==> config.mk <==
export PLATFORM = sky130hd
export DESIGN_NAME = timer_ctrl
export DESIGN_NICKNAME = d
export VERILOG_FILES = /design/src/rtl/timer_ctrl_pkg.sv /design/src/rtl/tick_prescaler.sv /design/src/rtl/timer_ctrl.sv
export SDC_FILE = /design/constraint.sdc
export NUM_CORES = 1
export LEC_CHECK = 0
export ABC_CLOCK_PERIOD_IN_PS = 5000
export BUFFER_PORTS_ARGS = -buffer_cell sky130_fd_sc_hd__clkbuf_2
export CAP_MARGIN = 0
export CORE_UTILIZATION = 52
export DETAILED_ROUTE_END_ITERATION = 8
export PLACE_DENSITY = 0.75
export REMOVE_ABC_BUFFERS = 1
export SYNTH_ARGS = -nofsm -noshare
export SYNTH_HDL_FRONTEND = slang
export SYNTH_SLANG_ARGS = --single-unit
==> constraint.sdc <==
create_clock -name clk -period 5 [get_ports clk]
set_input_delay 0.5 -clock clk [delete_from_list [all_inputs] [get_ports clk]]
set_output_delay 0.5 -clock clk [all_outputs]
set_load 0.05 [all_outputs]
==> src/rtl/timer_ctrl_pkg.sv <==
// timer_ctrl_pkg: FSM state and run-mode encodings shared by the timer.
package timer_ctrl_pkg;
  typedef enum logic [1:0] {IDLE = 2'b00, LOAD = 2'b01, RUN = 2'b10, DONE = 2'b11} state_t;
  typedef enum logic [1:0] {ONESHOT = 2'b00, PERIODIC = 2'b01, BOUNCE = 2'b10, ONESHOT_ALT = 2'b11} mode_t;
endpackage

==> src/rtl/tick_prescaler.sv <==
// tick_prescaler: emits one tick every prescale+1 enabled cycles.
module tick_prescaler #(
  parameter int PRESC_W = 4
) (
  input  logic               clk,
  input  logic               rst_n,
  input  logic               clr,
  input  logic               en,
  input  logic [PRESC_W-1:0] prescale,
  output logic               tick
);
  logic [PRESC_W-1:0] cnt;
  assign tick = en && (cnt == prescale);
  always_ff @(posedge clk or negedge rst_n)
    if (!rst_n) cnt <= '0;
    else if (clr) cnt <= '0;
    else if (en) cnt <= tick ? '0 : cnt + 1'b1;
endmodule

==> src/rtl/timer_ctrl.sv <==
// timer_ctrl: prescaled up/down timer with one-shot, periodic and bounce modes.
module timer_ctrl
  import timer_ctrl_pkg::*;
#(
  parameter int WIDTH   = 4,
  parameter int PRESC_W = 4
) (
  input  logic               clk,
  input  logic               rst_n,
  input  logic               start,
  input  logic               stop,
  input  logic [1:0]         mode,
  input  logic               dir,
  input  logic [WIDTH-1:0]   period,
  input  logic [PRESC_W-1:0] prescale,
  output logic [WIDTH-1:0]   count_out,
  output logic               busy,
  output logic               done,
  output logic               wrap,
  output logic               dir_out
);
  state_t             state, state_nx;
  mode_t              mode_q;
  logic               dir_q, wrap_q, tick, terminal, run_tick, oneshot;
  logic [WIDTH-1:0]   count_q, period_q, start_val, step_val, bounce_val, term_val;
  logic [PRESC_W-1:0] presc_q;
  tick_prescaler #(.PRESC_W(PRESC_W)) u_presc (
    .clk     (clk),
    .rst_n   (rst_n),
    .clr     (state == LOAD),
    .en      (state == RUN),
    .prescale(presc_q),
    .tick    (tick)
  );
  assign oneshot    = (mode_q == ONESHOT) || (mode_q == ONESHOT_ALT);
  assign terminal   = count_q == (dir_q ? period_q : '0);
  assign run_tick   = (state == RUN) && tick && !stop;
  assign start_val  = dir_q ? '0 : period_q;
  assign step_val   = dir_q ? count_q + 1'b1 : count_q - 1'b1;
  // Bounce reverses at the target and immediately steps away from it.
  assign bounce_val = (period_q == '0) ? count_q : dir_q ? count_q - 1'b1 : count_q + 1'b1;
  assign term_val   = (mode_q == PERIODIC) ? start_val : (mode_q == BOUNCE) ? bounce_val : count_q;
  always_comb begin
    state_nx = state;
    case (state)
      IDLE:    state_nx = (start && !stop) ? LOAD : IDLE;
      LOAD:    state_nx = stop ? IDLE : RUN;
      RUN:     state_nx = stop ? IDLE : (tick && terminal && oneshot) ? DONE : RUN;
      default: state_nx = IDLE;
    endcase
  end
  always_ff @(posedge clk or negedge rst_n)
    if (!rst_n) begin
      state    <= IDLE;
      mode_q   <= ONESHOT;
      dir_q    <= 1'b1;
      period_q <= '0;
      presc_q  <= '0;
      count_q  <= '0;
      wrap_q   <= 1'b0;
    end else begin
      state  <= state_nx;
      wrap_q <= run_tick && terminal;
      if (state == IDLE && start && !stop) begin
        mode_q   <= mode_t'(mode);
        dir_q    <= dir;
        period_q <= period;
        presc_q  <= prescale;
      end
      if (state == LOAD && !stop) count_q <= start_val;
      if (run_tick) begin
        count_q <= terminal ? term_val : step_val;
        if (terminal && mode_q == BOUNCE) dir_q <= !dir_q;
      end
    end
  assign count_out = count_q;
  assign busy      = (state == LOAD) || (state == RUN);
  assign done      = state == DONE;
  assign wrap      = wrap_q;
  assign dir_out   = dir_q;
endmodule

Yosys cells after proc, flatten, opt, wreduce, memory -nomap -nowiden
Cells that the tools add are included.

Memories kept: 0. ROM bits: 0. Register bits: 22. Bits in latches: 0. Word-level logic and storage cells: 63. Output and inout bits: 8. RAM bits: 0. Input port bits: 15.

Reductions and logical operators: 21. Muxes and demuxes: 21. Divide/modulo/power cells: 0. $lt $le $gt $ge: 0. Shift operators: 0. Multiply operators: 0. Equal/unequal tests: 10. Bitwise gates (word level): 0. Add/subtract/negate cells: 3.

Operators with widths (number): $mux 4 (13); $logic_and 1x1->1 (11); $add 4x1->4 const B (2); $eq 2x2->1 const B (4); $eq 4x4->1 (2); $pmux 2 s3 (1); $mux 1 (5); $eq 2x1->1 const B (2); $logic_not 2->1 (2); $logic_not 4->1 (1); $mux 2 (2); $ne 4x2->1 const B (1); $ne 4x3->1 const B (1); $reduce_bool 2->1 (2); $sub 4x1->4 const B (1); $reduce_and 3->1 (1); $logic_not 1->1 (2); $logic_or 1x1->1 (2).

Longest topological paths before layout
Depth in word-level cells: 7. Mapped depth: 7. Gate-level depth less buffers: 7.

By module
From an unflattened synthesis, not the netlist that was laid out.

Cells, all modules: 164. Area, all modules: 1452.6 sq um.

By module, submodules not included: timer_ctrl (sequential area each 451.7 sq um, instances 1, area each 1182.4 sq um, cells an instance 138); tick_prescaler (sequential area each 100.1 sq um, instances 1, area each 270.3 sq um, cells an instance 26).

Worst setup path before layout
No wires, ideal clock.

Path kind: register to register. From: reg count_q[2] (netlist: count_out[2]). To: reg count_q[3] (netlist: count_out[3]). Slack: 2.905 ns. Path buffers: 1. Clock period less this slack: 2.095 ns. Data required time: 4.923 ns. Cell stages (with the launch flop): 8. Arrival: 2.019 ns. Setup time: 0.077 ns. Cells stage by stage: dfrtp_1 -> buf_2 -> and4bb_2 -> a2bb2oi_1 -> a22o_2 -> o311ai_4 -> a22oi_1 -> o21ai_1.

Cells in the longest elaborated chain, start to end: 7. Elaborated cells on any way between the ends: 13. Classes of those cells: add/sub: 2; eq/ne: 3; mux: 7; reduce/logical: 1.

Ends and longest elaborated chain: start: declaration (RTL line timer_ctrl.sv:25) `logic [WIDTH-1:0] count_q, period_q, start_val, step_val, bounce_val, term_val;`; start signal: assignment (RTL line timer_ctrl.sv:70) `if (state == LOAD && !stop) count_q <= start_val;`; start signal: assignment (RTL line timer_ctrl.sv:72) `count_q <= terminal ? term_val : step_val;`; $add 4x1->4 / $sub 4x1->4 (equally long branches) (RTL line timer_ctrl.sv:39, timer_ctrl.sv:41); $mux 4 (2 in a row) (RTL line timer_ctrl.sv:41) `assign bounce_val = (period_q == '0) ? count_q : dir_q ? count_q - 1'b1 : count_q + 1'b1;`; $mux 4 (2 in a row) (RTL line timer_ctrl.sv:42) `assign term_val = (mode_q == PERIODIC) ? start_val : (mode_q == BOUNCE) ? bounce_val : count_q;`; $mux 4 (RTL line timer_ctrl.sv:72); $mux 4 (RTL line timer_ctrl.sv:71) `if (run_tick) begin`.

Parallel ways exist; a longest one is shown, timed or not. The select of a mux whose other input is x is not followed. A chain may end at the register's enable or synchronous reset.

Worst setup path in the final report
From: reg dir_q (netlist: dir_out). To: reg count_q[3] (netlist: count_out[3]).

Cells in the longest elaborated chain, start to end: 6. Elaborated cells on any way between the ends: 14. Classes of those cells: eq/ne: 3; mux: 10; reduce/logical: 1.

Ends and longest elaborated chain: start: declaration (RTL line timer_ctrl.sv:24) `logic dir_q, wrap_q, tick, terminal, run_tick, oneshot;`; start signal: assignment (RTL line timer_ctrl.sv:66) `dir_q <= dir;`; start signal: assignment (RTL line timer_ctrl.sv:73) `if (terminal && mode_q == BOUNCE) dir_q <= !dir_q;`; $mux 4 (2 in a row) (RTL line timer_ctrl.sv:41); $mux 4 (2 in a row) (RTL line timer_ctrl.sv:42); $mux 4 (RTL line timer_ctrl.sv:72); $mux 4 (RTL line timer_ctrl.sv:71).

Parallel ways exist; a longest one is shown, timed or not. The select of a mux whose other input is x is not followed.

==> results by stage <==
Run status:
- The run finished with clean final reports.

Timing:
- At the pin with the least slew margin, the transition time is approximately 0.56 ns.
- Based on the critical path, the design can be clocked at up to 477 MHz.
- The worst hold margin is between 0.1 and 0.15 ns.
- The final number of max-transition violations is 0.
- Setup violations remaining at the end of the flow were counted as 0.
- The number of hold-slack violations in the final timing report is 0.
- Counting I/O delays and the setup requirement, the final critical path takes roughly 2.1 ns.
- The sum of negative setup slack is 0 ns.
- The relative max-transition margin is roughly 63%.
- The clock arrives with between 0.004 and 0.005 ns of skew.
- The final critical path takes up about two fifths of the cycle.
- Setup repair after global routing left no endpoint under its margin.

Clocking:
- In this run, post-CTS hold repair placed 0 buffers.
- Clock tree synthesis inserted a total of 3 buffers.
- The clock tree from TritonCTS is built.
- CTS built an H-tree with a depth of 1.
- The clock root buffer is sky130_fd_sc_hd__clkbuf_4.
- Once the clock tree was built, the setup fixing pass inserted 0 buffers.
- The insertion delay to the later sink of the worst-skew pair is approximately 0.31 ns.
- In this run the deepest clock path goes through 2 buffers.
- Gates resized during post-CTS repair numbered 0.
- The clock edge transition at the registers on the reported setup and hold paths is around 0.13 ns.
- Clock tree synthesis found a total of 22 sinks.

Route:
- For this run, the detailed router's first-pass iteration total came to 5.
- Dividing the detail-routed via count by the number of cells gives 5.79.
- The initial detailed-routing violation count is 28.
- The total detailed-routing wirelength is approximately 3.0 mm.
- Dividing the detail-routed wire length by the instance count gives around 15 um.
- The total vias in the final route is 1198.
- For this run, design rule violations remaining after detail routing come to 0.
- Once detail routing completed, the nets flagged for antenna violations numbered 0.

Critical path:
- In this run the worst path has a maximum fanout of 17.
- The sort of element at the end of the critical path is a flip-flop.
- Traced cell by cell, the critical path runs through nand4b_1 > o22a_1 > a22o_2 > o311ai_4 > a22oi_1 > o21ai_1.
- The highest cell delay on the worst timing path is 0.71 ns.
- The number of buffers and inverters on the critical path is 0.
- STA puts the critical path data required time at between 5 and 6 ns.
- The path type of the worst setup path is reg -> reg.
- STA puts the critical path data arrival time at 2.34 ns.
- On the critical path the largest part of the delay comes from compound AO/OA/AOI/OAI gates.
- Among all stages on the critical path, the largest delay is contributed by sky130_fd_sc_hd__dfstp_2.
- STA classifies the critical path startpoint as a flip-flop.

Die:
- The vertical die dimension is about 54 um.
- The starting density of the core is a little under three fifths.
- The overall die area is around 2900 um^2.
- The die is between 50 and 60 um wide.
- The cell row count is 18.
- The core region is roughly 2500 um^2.
- Pin placement for this block handled 23 I/O pins.

Power and ir drop:
- In this run the power spent charging and discharging nets is around 0.35 mW.
- In this run the static leakage power is ~0.76 nW.
- Of the total power, the clock network draws 17.4%.
- The maximum VDD drop is approximately 0.33 mV.
- The ratio of total power to cell area is a little over 500 nW/um^2.
- Registers are responsible for 38.4% of the overall power.
- The fraction of power consumed by combinational cells is between 40% and 50%.
- The net switching fraction of the power is between 40% and 50%.
- The internal power of the cells totals approximately 0.45 mW.

Synth:
- Sorting the synthesized cells by how often they occur yields sky130_fd_sc_hd__nand2_1 (31), sky130_fd_sc_hd__dfrtp_1 (21), sky130_fd_sc_hd__inv_1 (12).
- The average instance area after synthesis is roughly 9.0 um^2.
- The share of Yosys cell area claimed by the top area cell type is approximately 38%.
- The dominant synthesized flop cell is sky130_fd_sc_hd__dfrtp_1.
- The number of storage elements in the synthesis netlist is 22.
- The gate count of the mapped netlist is ~150.
- The most common cell in the synthesized netlist is sky130_fd_sc_hd__nand2_1.
- Counting flops with a built-in enable in the synthesized netlist gives 0.
- Of all flip-flops after synthesis, the portion carrying an async set or reset was 100%.
- The post-synthesis cell type count is 41.
- The post-synthesis instance area is roughly 1400 um^2.
- The portion of the post-synthesis area used by sequential elements is just under 40%.
- The cell type with the largest total area after synthesis is sky130_fd_sc_hd__dfrtp_1.
- The total number of yosys warnings is 0.
- Sorting the synthesized cells by area gives the leading types as sky130_fd_sc_hd__dfrtp_1 (38%), sky130_fd_sc_hd__nand2_1 (8.4%), sky130_fd_sc_hd__ha_1 (8.1%), sky130_fd_sc_hd__o21ai_0 (3.6%), sky130_fd_sc_hd__inv_1 (3.2%).

Layout:
- The net count of the finished layout is 202.
- Of the cells placed in the final design, the portion with a size suffix greater than 1 is approximately a fifth.
- 0 antenna diodes ended up in the layout.
- The multi-input combinational cells in the finished layout cover a total of between 700 and 800 um^2.
- The filler cell count in the final layout is 230.
- Summing all flip-flop and latch instances after layout gives around 550 um^2.
- The layout-stage area growth over the synthesis result is 13.5%.

Global routing:
- The largest net degree at the start of global routing is 23.
- After global routing the overflow that remains totals 0.
- The total global-route track usage is between 20% and 30%.
- The wire length of the first global-routing pass is slightly below 5 mm.
- The via count of the first global-routing pass is ~1100.
- The initial antenna violation count is 0.

Min path:
- The path class of the lowest-slack min-delay path is in -> async.

Placed design:
- Detailed placement ended at an HPWL of 2.23 mm.
- The routability-driven placement congestion ratio is approximately 0.93.
- The count of buffers added on input and output ports is 22.

Run:
- The max-capacitance violation count is 0.
worst register-to-register path, cell delays in order (launching register included):
cell,delay (ns)
sky130_fd_sc_hd__dfstp_2,0.71
sky130_fd_sc_hd__nand4b_1,0.13
sky130_fd_sc_hd__o22a_1,0.24
sky130_fd_sc_hd__a22o_2,0.30
sky130_fd_sc_hd__o311ai_4,0.40
sky130_fd_sc_hd__a22oi_1,0.15
sky130_fd_sc_hd__o21ai_1,0.09
final cells by class:
| cell class | instances | area share [%] |
|---|---|---|
| Clock buffer | 3 | 1.43 |
| Clock inverter | 1 | 1.90 |
| Inverter | 12 | 2.86 |
| Multi-Input combinational cell | 117 | 49.4 |
| Sequential cell | 22 | 35.0 |
| Tap cell | 30 | 2.38 |
| Timing Repair Buffer | 22 | 6.98 |
per-layer routing:
metal,GRT usage [%],vias up,routed length [um]
li1,-,586,-
met1,34.0,563,1400
met2,37.7,47,1410
met3,4.24,2,172
met4,7.02,0,17
met5,0,-,0
flip-flops by register name (all words and copies together), names as in the netlist:
register / flops
count_out: 4
period_q: 4
presc_q: 4
u_presc.cnt: 4
mode_q: 2
state: 2
dir_out: 1
wrap: 1
power groups by stage:
stage	Clock, mW	Sequential, mW	Combinational, mW
after floorplan	0	0.339	0.238
after global placement	0	0.306	0.342
after detailed placement	0	0.309	0.351
after CTS	0.141	0.305	0.353
after global routing	0.148	0.317	0.393
final	0.139	0.307	0.354
metrics by stage:
stage,utilization (%),power [mW],setup slack (ns),instance area (um^2),std cells
floorplan,-,0.577,2.89,1380,151
global placement,61.0,0.648,3.00,1520,203
detailed placement,61.0,0.660,2.93,1520,203
CTS,63.1,0.799,2.91,1580,207
global route,63.1,0.857,2.72,1580,207
finish,63.1,0.801,2.90,1580,207
cell usage in the layout (no fill, tap or decap), drive strengths merged, types with 2 or more instances in the layout:
cell    count
nor2b       2
a22oi       2
nand4       2
a31oi       2
a21oi       3
dfrtp      21
mux2i       3
nor2        6
nand2      31
xnor2       5
ha          9
nand3       7
inv        12
xor2        5
nor3        5
clkbuf     25
o21ai      13
o31ai       3
a211oi      3
cells by family after synthesis:
family,Yosys count,share of synthesized area [%]
AND/OR/NAND/NOR,59,20.5
multiplexers,3,2.16
AO/OA/AOI/OAI,36,19.0
XOR/XNOR,10,6.31
adder cells (fa/ha/maj),9,8.11
flip-flops,22,39.7
buffers and inverters,15,4.14
worst paths after layout:
check / from / endpoint / slack, ns / depth (start not counted)
max: dir_out / count_out[3] / 2.90 / 6
min: rst_n / u_presc.cnt[3] / 0.14 / 1
max reg2reg: dir_out / count_out[3] / 2.90 / 6
min reg2reg: u_presc.cnt[3] / u_presc.cnt[3] / 0.51 / 1
max in group asynchronous: rst_n / dir_out / 4.48 / 1
min in group clk: stop / state[1] / 0.35 / 2
No activity file was read; power rests on OpenSTA's default activity.
